$ cat src/rtl/cskip_adder_pipe_pkg.sv
// rtl/cskip_adder_pipe_pkg.sv - shared constants and parameter check for the pipelined carry-skip adder
package cskip_adder_pipe_pkg;

   localparam int DEF_WIDTH  = 16;
   localparam int DEF_BLK    = 4;
   localparam int DEF_STAGES = 2;

   localparam int SEG_W = DEF_WIDTH / DEF_STAGES;
   localparam int NBLK  = SEG_W / DEF_BLK;

   // True when the operand splits evenly into STAGES segments of whole skip blocks.
   function automatic bit params_ok(input int width, input int blk, input int stages);
      if (stages < 1 || blk < 1) begin
         return 1'b0;
      end
      return (width % (stages * blk)) == 0;
   endfunction

endpackage

$ cat src/rtl/cskip_adder_pipe_block.sv
// rtl/cskip_adder_pipe_block.sv - one BLK-bit ripple block with a carry-skip bypass mux
module cskip_block
   import cskip_adder_pipe_pkg::*;
#(
   parameter int BLK = DEF_BLK
)
(
   input  logic [BLK-1:0] a,
   input  logic [BLK-1:0] b,
   input  logic           ci,
   output logic [BLK-1:0] s,
   output logic           co
);

   logic c_rip;
   logic rc;

   always_comb begin
      c_rip = ci;
      s     = '0;
      for (int i = 0; i < BLK; i++) begin
         s[i]  = a[i] ^ b[i] ^ c_rip;
         c_rip = (a[i] & b[i]) | (c_rip & (a[i] ^ b[i]));
      end
      rc = c_rip;
   end

   // When every bit propagates, the block carry-in passes straight through.
   assign co = (&(a ^ b)) ? ci : rc;

endmodule

$ cat src/rtl/cskip_adder_pipe.sv
// rtl/cskip_adder_pipe.sv - pipelined carry-skip adder/subtractor with valid/ready on both sides
module cskip_adder_pipe
   import cskip_adder_pipe_pkg::*;
#(
   parameter int WIDTH  = DEF_WIDTH,
   parameter int BLK    = DEF_BLK,
   parameter int STAGES = DEF_STAGES
)
(
   input  logic             clk,
   input  logic             rst_n,
   input  logic             in_valid,
   output logic             in_ready,
   input  logic [WIDTH-1:0] x,
   input  logic [WIDTH-1:0] y,
   input  logic             cin,
   input  logic             sub,
   output logic             out_valid,
   input  logic             out_ready,
   output logic [WIDTH-1:0] s,
   output logic             cout,
   output logic             ovf
);

   localparam int SW = WIDTH / STAGES;
   localparam int NB = SW / BLK;

   if (!params_ok(WIDTH, BLK, STAGES)) begin : g_bad_params
      $error("cskip_adder_pipe: WIDTH must be a multiple of STAGES*BLK");
   end

   logic             stall;
   logic             v0_r;
   logic             c0_r;
   logic [WIDTH-1:0] a0_r;
   logic [WIDTH-1:0] b0_r;

   assign stall    = out_valid && !out_ready;
   assign in_ready = !stall;

   // Operand capture: subtraction is folded in here so the stages only ever add.
   always_ff @(posedge clk or negedge rst_n) begin
      if (!rst_n) begin
         v0_r <= 1'b0;
         c0_r <= 1'b0;
         a0_r <= '0;
         b0_r <= '0;
      end else if (!stall) begin
         v0_r <= in_valid;
         if (in_valid) begin
            a0_r <= x;
            b0_r <= sub ? ~y : y;
            c0_r <= sub | cin;
         end
      end
   end

   for (genvar k = 0; k < STAGES; k++) begin : g_stg
      localparam int LO = k * SW;
      localparam int HW = WIDTH - LO;

      logic [HW-1:0]    a_i;
      logic [HW-1:0]    b_i;
      logic             c_i;
      logic             v_i;
      logic [SW-1:0]    seg_s;
      logic [LO+SW-1:0] s_cat;
      logic             v_r;
      logic             c_r;
      logic [LO+SW-1:0] s_r;

      for (genvar j = 0; j < NB; j++) begin : g_blk
         logic bci;
         logic bco;
         if (j == 0) begin : g_cin
            assign bci = c_i;
         end else begin : g_cin
            assign bci = g_blk[j-1].bco;
         end
         cskip_block #(.BLK(BLK)) u_blk (
            .a  (a_i[j*BLK +: BLK]),
            .b  (b_i[j*BLK +: BLK]),
            .ci (bci),
            .s  (seg_s[j*BLK +: BLK]),
            .co (bco)
         );
      end

      // a_i/b_i hold only the not-yet-added upper slices; s_cat grows by one slice per stage.
      if (k == 0) begin : g_src
         assign a_i   = a0_r;
         assign b_i   = b0_r;
         assign c_i   = c0_r;
         assign v_i   = v0_r;
         assign s_cat = seg_s;
      end else begin : g_src
         assign a_i   = g_stg[k-1].g_skew.a_r;
         assign b_i   = g_stg[k-1].g_skew.b_r;
         assign c_i   = g_stg[k-1].c_r;
         assign v_i   = g_stg[k-1].v_r;
         assign s_cat = {seg_s, g_stg[k-1].s_r};
      end

      always_ff @(posedge clk or negedge rst_n) begin
         if (!rst_n) begin
            v_r <= 1'b0;
            c_r <= 1'b0;
            s_r <= '0;
         end else if (!stall) begin
            v_r <= v_i;
            if (v_i) begin
               c_r <= g_blk[NB-1].bco;
               s_r <= s_cat;
            end
         end
      end

      if (k < STAGES - 1) begin : g_skew
         logic [HW-SW-1:0] a_r;
         logic [HW-SW-1:0] b_r;
         always_ff @(posedge clk or negedge rst_n) begin
            if (!rst_n) begin
               a_r <= '0;
               b_r <= '0;
            end else if (!stall && v_i) begin
               a_r <= a_i[HW-1:SW];
               b_r <= b_i[HW-1:SW];
            end
         end
      end

      // Carry into the MSB is recovered as a^b^s at that bit.
      if (k == STAGES - 1) begin : g_flag
         logic ovf_r;
         always_ff @(posedge clk or negedge rst_n) begin
            if (!rst_n) begin
               ovf_r <= 1'b0;
            end else if (!stall && v_i) begin
               ovf_r <= a_i[HW-1] ^ b_i[HW-1] ^ seg_s[SW-1] ^ g_blk[NB-1].bco;
            end
         end
      end
   end

   assign out_valid = g_stg[STAGES-1].v_r;
   assign s         = g_stg[STAGES-1].s_r;
   assign cout      = g_stg[STAGES-1].c_r;
   assign ovf       = g_stg[STAGES-1].g_flag.ovf_r;

endmodule

$ cat config.mk
export PLATFORM = sky130hd
export DESIGN_NAME = cskip_adder_pipe
export DESIGN_NICKNAME = d
export VERILOG_FILES = /design/src/rtl/cskip_adder_pipe_pkg.sv /design/src/rtl/cskip_adder_pipe_block.sv /design/src/rtl/cskip_adder_pipe.sv
export SDC_FILE = /design/constraint.sdc
export NUM_CORES = 1
export LEC_CHECK = 0
export ABC_AREA = 1
export BUFFER_PORTS_ARGS = -buffer_cell sky130_fd_sc_hd__buf_2
export CORE_ASPECT_RATIO = 0.9
export CORE_MARGIN = 8
export CORE_UTILIZATION = 53
export CTS_BUF_LIST = sky130_fd_sc_hd__clkbuf_4
export DETAILED_ROUTE_END_ITERATION = 8
export HOLD_SLACK_MARGIN = 0.03
export PLACE_DENSITY = 0.81
export RECOVER_POWER = 100
export SLEW_MARGIN = 10
export SYNTH_ARGS = -nofsm -noshare
export SYNTH_HDL_FRONTEND = slang
export SYNTH_HIERARCHICAL = 1
export SYNTH_SLANG_ARGS = --single-unit
export TNS_END_PERCENT = 100
$ cat constraint.sdc
create_clock -name clk -period 3.5 [get_ports clk]
set_input_delay 0.35 -clock clk [delete_from_list [all_inputs] [get_ports clk]]
set_output_delay 0.35 -clock clk [all_outputs]
set_load 0.1 [all_outputs]
==> impl_metrics.tcl, run 1 <==
set metrics [dict create \
    status "finished, violations left" \
    violations "max-capacitance violations, max-slew violations, negative setup slack" \
    stdcell_area_sq_mm 0.00453 \
    htreeDepth 3 \
    fin_crit_sh_pct 106 \
    die_y_um 98.2 \
    fin_crit_ps 3730 \
    final_common_cell "nand2_1" \
    pre_cts_ws_ps -277 \
    crit_slowest_cell "dfrtp_1" \
    grt_overflow 0 \
    crit_required_ps 3860 \
    cp.arrival_ps 4080 \
    drt_wl_total_mm 7.18 \
    tns_ps -484 \
    ys_warn_count 6 \
    switchingPower_mw 2.12 \
    p_seq_share_pct 36.1 \
    setup_violations 3 \
    wl_per_cell_um 11.7 \
    fin_nets 584 \
    synthesis.area_sq_mm 0.00398 \
    clock_path_buffers 2 \
    ys_seq_area_share_pct 49.7 \
    use_met2_pct 23.7 \
    rsz0062_at_grt "yes" \
    grt_pass1_vias 2926 \
    antenna_found_initial 0 \
    fp.dieW_um 107 \
    max_slew.worst_pin.slew_ps 1890 \
    rows 30 \
    critPathLaunch "g_stg[0].c_r" \
    cts_inserted_buffers 9 \
    slew_headroom_pct -25.7 \
    r2r-start "g_stg[0].c_r" \
    worst_slack_ps -227 \
    clkPwrFrac_pct 10.7 \
    dpl.hpwl_mm 5.37 \
    track_usage_pct 14.8 \
    die-area_sq_mm 0.0105 \
    vdd_ir_drop_max_mv 0.349 \
    synth.distinct_cells 18 \
    num_vias 2823 \
    grt_pass1_wl_mm 12.8 \
    grt_util_met1_pct 18.5 \
    fmax_ghz 0.268 \
    diodes 0 \
    r2r_slack_ps -230 \
    syn_to_final_growth_pct 13.9 \
    endpoint "ovf" \
    portBuffers 57 \
    start_util_pct 53.8 \
    finalMaxSlewViolations 80 \
    drtIter0Drc 80 \
    p_comb_share_pct 53.2 \
    boundaryPins 58 \
    powerDensity_mw_per_mm2 919 \
    intPower_mw 2.04 \
    dr.pass1.iters 4 \
    synthCells 450 \
    cp-start-kind "register" \
    final_cells 615 \
    worstRegToRegCells 24 \
    cts_tree "done" \
    placed_area_sq_mm 0.00438 \
    cp_common_cell "inv_2" \
    busiest_layer "met2" \
    hold_viol 0 \
    p_leak_nw 2.49 \
    cp-end-kind "register" \
    drive_gt1_share_pct 23.5 \
    timing.rr.end "ovf" \
    clk_latency_ps 420 \
    fin_util_pct 61.3 \
    swShare_pct 51.0 \
    clock_sinks 79 \
    core_sq_mm 0.00739 \
    globalplace.congestion 0.766 \
    critical_path_class "register to register" \
    cap_violations 1 \
    worstPathMaxFanout 3 \
    path_clk_slew_ps 130 \
    layout_common_cells "183 x nand2_1, 79 x dfrtp_1, 56 x buf_2, 42 x inv_1, 20 x o21ai_1" \
    root_buffer "clkbuf_4" \
    vias_per_cell 4.59 \
    critPathMaxStageDelay_ps 420 \
    syn_avg_cell_area_sq_um 8.83 \
    dpl.cell_count 598 \
    drc_errors 0 \
    cp_cell_sequence "fa_2 -> inv_2 -> fa_2 -> inv_2 -> fa_2 -> inv_2 -> fa_1 -> inv_1 -> o21ai_2 -> nand2_2 -> fa_2 -> inv_2 -> fa_2 -> inv_2 -> fa_2 -> inv_2 -> fa_1 -> inv_2 -> inv_2 -> nand2_1 -> nand2_1 -> nand2_1 -> nand3_1 -> nand2_1" \
    finClkSkew_ps 11.9 \
    met3_usage_pct 3.16 \
    hold_class "input port to register" \
    synth-seq-cells 79 \
    syn_nets 520 \
    grt_max_degree 80 \
    ant_nets 0 \
]
==> per-layer routing <==
layer | wire length, um | share of wire (%) | vias to the layer above
met5 | 0 | 0 | -
li1 | - | - | 1475
met4 | 132 | 1.8 | 0
met3 | 316 | 4.4 | 11
met1 | 3470 | 48 | 1282
met2 | 3260 | 45 | 55
==> how the worst min path moves through the flow <==
stage	depth (start not counted)	to	start	slack, ps
2_1_floorplan	0	a0_r[0]	rst_n	50
3_3_place_gp	2	s[6]	s[6]	450
3_5_place_dp	2	s[13]	s[13]	460
4_1_cts	1	b0_r[4]	rst_n	90
5_1_grt	3	a0_r[3]	x[3]	100
6_report	3	a0_r[1]	x[1]	120
==> worst max-delay path, delay by kind of cell (launching register included) <==
family,cells,cell delay [ps]
flip-flops,1,420
AO/OA/AOI/OAI,1,50
adder cells (fa/ha/maj),8,2310
buffers and inverters,9,490
AND/OR/NAND/NOR,6,370
==> flip-flops by register name, summed over array words and instances, names as in the netlist <==
register / count
g_stg.g_skew.b_r: 8
out_valid: 1
c0_r: 1
g_stg.v_i: 1
a0_r: 16
ovf: 1
g_stg.c_r: 1
cout: 1
b0_r: 16
g_stg.v_r: 1
s: 16
g_stg.s_r: 8
g_stg.g_skew.a_r: 8
==> power by group through the flow <==
stage / Sequential (mW) / Combinational [mW] / Clock, mW
final: 1.50 / 2.21 / 0.445
after global routing: 1.55 / 2.48 / 0.492
after CTS: 1.51 / 2.22 / 0.458
after detailed placement: 1.52 / 2.17 / 0
after global placement: 1.50 / 2.12 / 0
after floorplan: 2.17 / 1.02 / 0
==> per-stage QoR <==
step | power [mW] | hold slack [ps]
2_1_floorplan | 3.19 | 54.4
3_3_place_gp | 3.62 | 454
3_5_place_dp | 3.70 | 456
4_1_cts | 4.18 | 91.4
5_1_grt | 4.53 | 103
6_report | 4.16 | 122
==> cell type report <==
| cell class | count | area, sq um |
|---|---|---|
| fill | 655 | 2870 |
| sequential | 79 | 1980 |
| multi-input combinational | 293 | 1710 |
| timing repair buffer | 71 | 387 |
| inverter | 60 | 225 |
| tap | 96 | 120 |
| clock buffer | 9 | 67.6 |
| clock inverter | 7 | 40.0 |
==> timing repair <==
action | in CTS | in global routing
resized for setup | 15 | 10
endpoints found under the setup margin | 5 | 5
endpoints found under the hold margin | 0 | 0
hold buffers | 0 | 0
setup buffers | 1 | 0
pin swaps | 6 | 7
==> logic make-up after synthesis <==
family,Yosys count,synth area share [%]
AOI/OAI and AO/OA,34,4.28
and+or+nand+nor,211,21.1
xor gates and xnor gates,16,3.53
adders and majority gates,32,13.1
DFF,79,49.7
buffers and inverters,78,8.28
==> synth_stat cells (all sizes together) <==
cell type  count  area [sq um]
xnor2          8          70.1
buf           18           104
inv           60           225
dfrtp         79          1980
fa            16           320
nand3         17          85.1
nand2        185           697
o21ai         34           170
ha            16           200
xor2           8          70.1
nor2           9          56.3
Note: power is estimated with default switching activity, not from simulation.
==> inputs of run 2 (changes only) <==
- CORE_UTILIZATION: 53 -> 45
- CTS_CLUSTER_SIZE: not set -> 25
- PLACE_DENSITY: 0.81 -> 0.71
==> impl_metrics.tcl, run 2 (same netlist as run 1, synthesis figures left out) <==
set metrics [dict create \
    vdd_ir_drop_max_mv 0.295 \
    dr.pass1.iters 5 \
    worst_slack_ps -284 \
    whs_path_depth 3 \
    p_leak_nw 2.59 \
    cp-start-kind "register" \
    powerDensity_mw_per_mm2 984 \
    dr_wl_met3_um 296 \
    fillers 790 \
    globalplace.congestion 0.785 \
    cp_common_cell "buf_4" \
    boundaryPins 58 \
    crit_slowest_cell "dfrtp_1" \
    hold_viol 0 \
    max_slew.worst_pin.slew_ps 1900 \
    htreeDepth 3 \
    status "finished, violations left" \
    clk_latency_ps 420 \
    fin_util_pct 56.5 \
    root_buffer "clkbuf_4" \
    track_usage_pct 14.4 \
    cp-end-kind "register" \
    pre_cts_ws_ps -320 \
    grt_max_degree 80 \
    cap_violations 1 \
    cts-hold-fix-buffers 0 \
    final_common_cell "nand2_1" \
    final_cells 660 \
    cts_tree "done" \
    portBuffers 57 \
    path_clk_slew_ps 130 \
    num_vias 2961 \
    finClkSkew_ps 15.7 \
    vias_per_cell 4.49 \
    core_sq_mm 0.00857 \
    setup_violations 5 \
    clock_path_buffers 2 \
    rsz0062_at_grt "yes" \
    placed_area_sq_mm 0.00441 \
    grt_overflow 0 \
    top_layer "met4" \
    dpl.hpwl_mm 5.62 \
    route.met2.wl_mm 3.81 \
    diodes 0 \
    cp.arrival_ps 4120 \
    critPathMaxStageDelay_ps 430 \
    grt_pass1_wl_mm 14.0 \
    critical_path_class "register to register" \
    drt_wl_total_mm 8.33 \
    stdcell_area_sq_mm 0.00484 \
    fin_crit_sh_pct 108 \
    finalMaxSlewViolations 80 \
    hold_class "input port to register" \
    worstRegToRegCells 29 \
    regArea_sq_mm 0.00198 \
    grt_pass1_vias 3073 \
    wl_met1_mm 4.03 \
    layout_common_cells "178 x nand2_1, 79 x dfrtp_1, 39 x inv_1, 37 x buf_2, 27 x buf_4" \
    rows 32 \
    crit_required_ps 3830 \
    cts_inserted_buffers 9 \
    r2r_slack_ps -280 \
    start_util_pct 46.4 \
    fin_crit_ps 3780 \
    slew_headroom_pct -27.0 \
    ant_nets 0 \
    die-area_sq_mm 0.0121 \
    drtIter0Drc 130 \
    fp.dieW_um 115 \
    fin_nets 606 \
    die_y_um 105 \
    multi_input_area_sq_mm 0.00175 \
    violations "max-capacitance violations, max-slew violations, negative setup slack" \
    worstPathMaxFanout 3 \
    fmax_ghz 0.264 \
    drc_errors 0 \
    drive_gt1_share_pct 26.1 \
    clock_sinks 79 \
    dpl.cell_count 621 \
    wl_per_cell_um 12.6 \
    antenna_found_initial 0 \
    syn_to_final_growth_pct 21.7 \
]
## run 2: changes by cell type in the layout (fill, tap and decap cells not counted), moves of 5 or more
cell	before	now
buf_2	56	37
buf_4	13	27
buf_6	0	8
clkbuf_1	1	20
nand2_1	183	178
nand2_2	2	7
o21ai_0	13	26
o21ai_1	20	3
## run 2: metal layers
metal  vias to the layer above  GRT usage, %
li1                       1516             -
met1                      1358          19.1
met2                        71          22.2
met3                        16          2.53
met4                         0          7.03
met5                         -             0
## run 2: path summary, 6_finish.rpt
check | startpoint | to
max | g_stg[0].c_r | ovf
min | x[3] | a0_r[3]
max reg2reg | g_stg[0].c_r | ovf
min reg2reg | g_stg[0].s_r[4] | s[4]
max in group asynchronous | rst_n | g_stg[0].s_r[4]
min in group asynchronous | rst_n | b0_r[11]
## run 2: area by class of cell
cell class,count,share of cell area [%]
Clock buffer,9,1.40
Sequential cell,79,40.9
Clock inverter,7,2.30
Multi-Input combinational cell,293,36.2
Tap cell,119,3.08
Inverter,60,4.65
Timing Repair Buffer,93,11.5
## run 2: worst max-delay path, delay by kind of cell (launching register included)
kind	cells	cell delay (ps)
buffers and inverters	16	1600
adder cells (fa/ha/maj)	4	1120
AO/OA/AOI/OAI	1	50
flip-flops	1	430
AND/OR/NAND/NOR	8	510
## run 2: timing repair
action,CTS,global route
pin swaps,15,16
resized for setup,25,25
endpoints found under the setup margin,5,5
setup buffers,21,9
## run 2: power by group
part | internal, mW | leakage (nW) | switching [mW]
clock network | 0.357 | 0.0933 | 0.315
registers | 1.25 | 0.981 | 0.256
logic | 0.862 | 1.52 | 1.72
## run 2: per-stage QoR
step | power, mW | setup TNS [ps] | hold WS (ps)
finish | 4.76 | -1060 | 113
global route | 5.15 | -1770 | 113
CTS | 4.66 | -936 | 96.8
detailed placement | 3.74 | -1200 | 459
global placement | 3.65 | -478 | 454
floorplan | 3.19 | -95.4 | 54.4
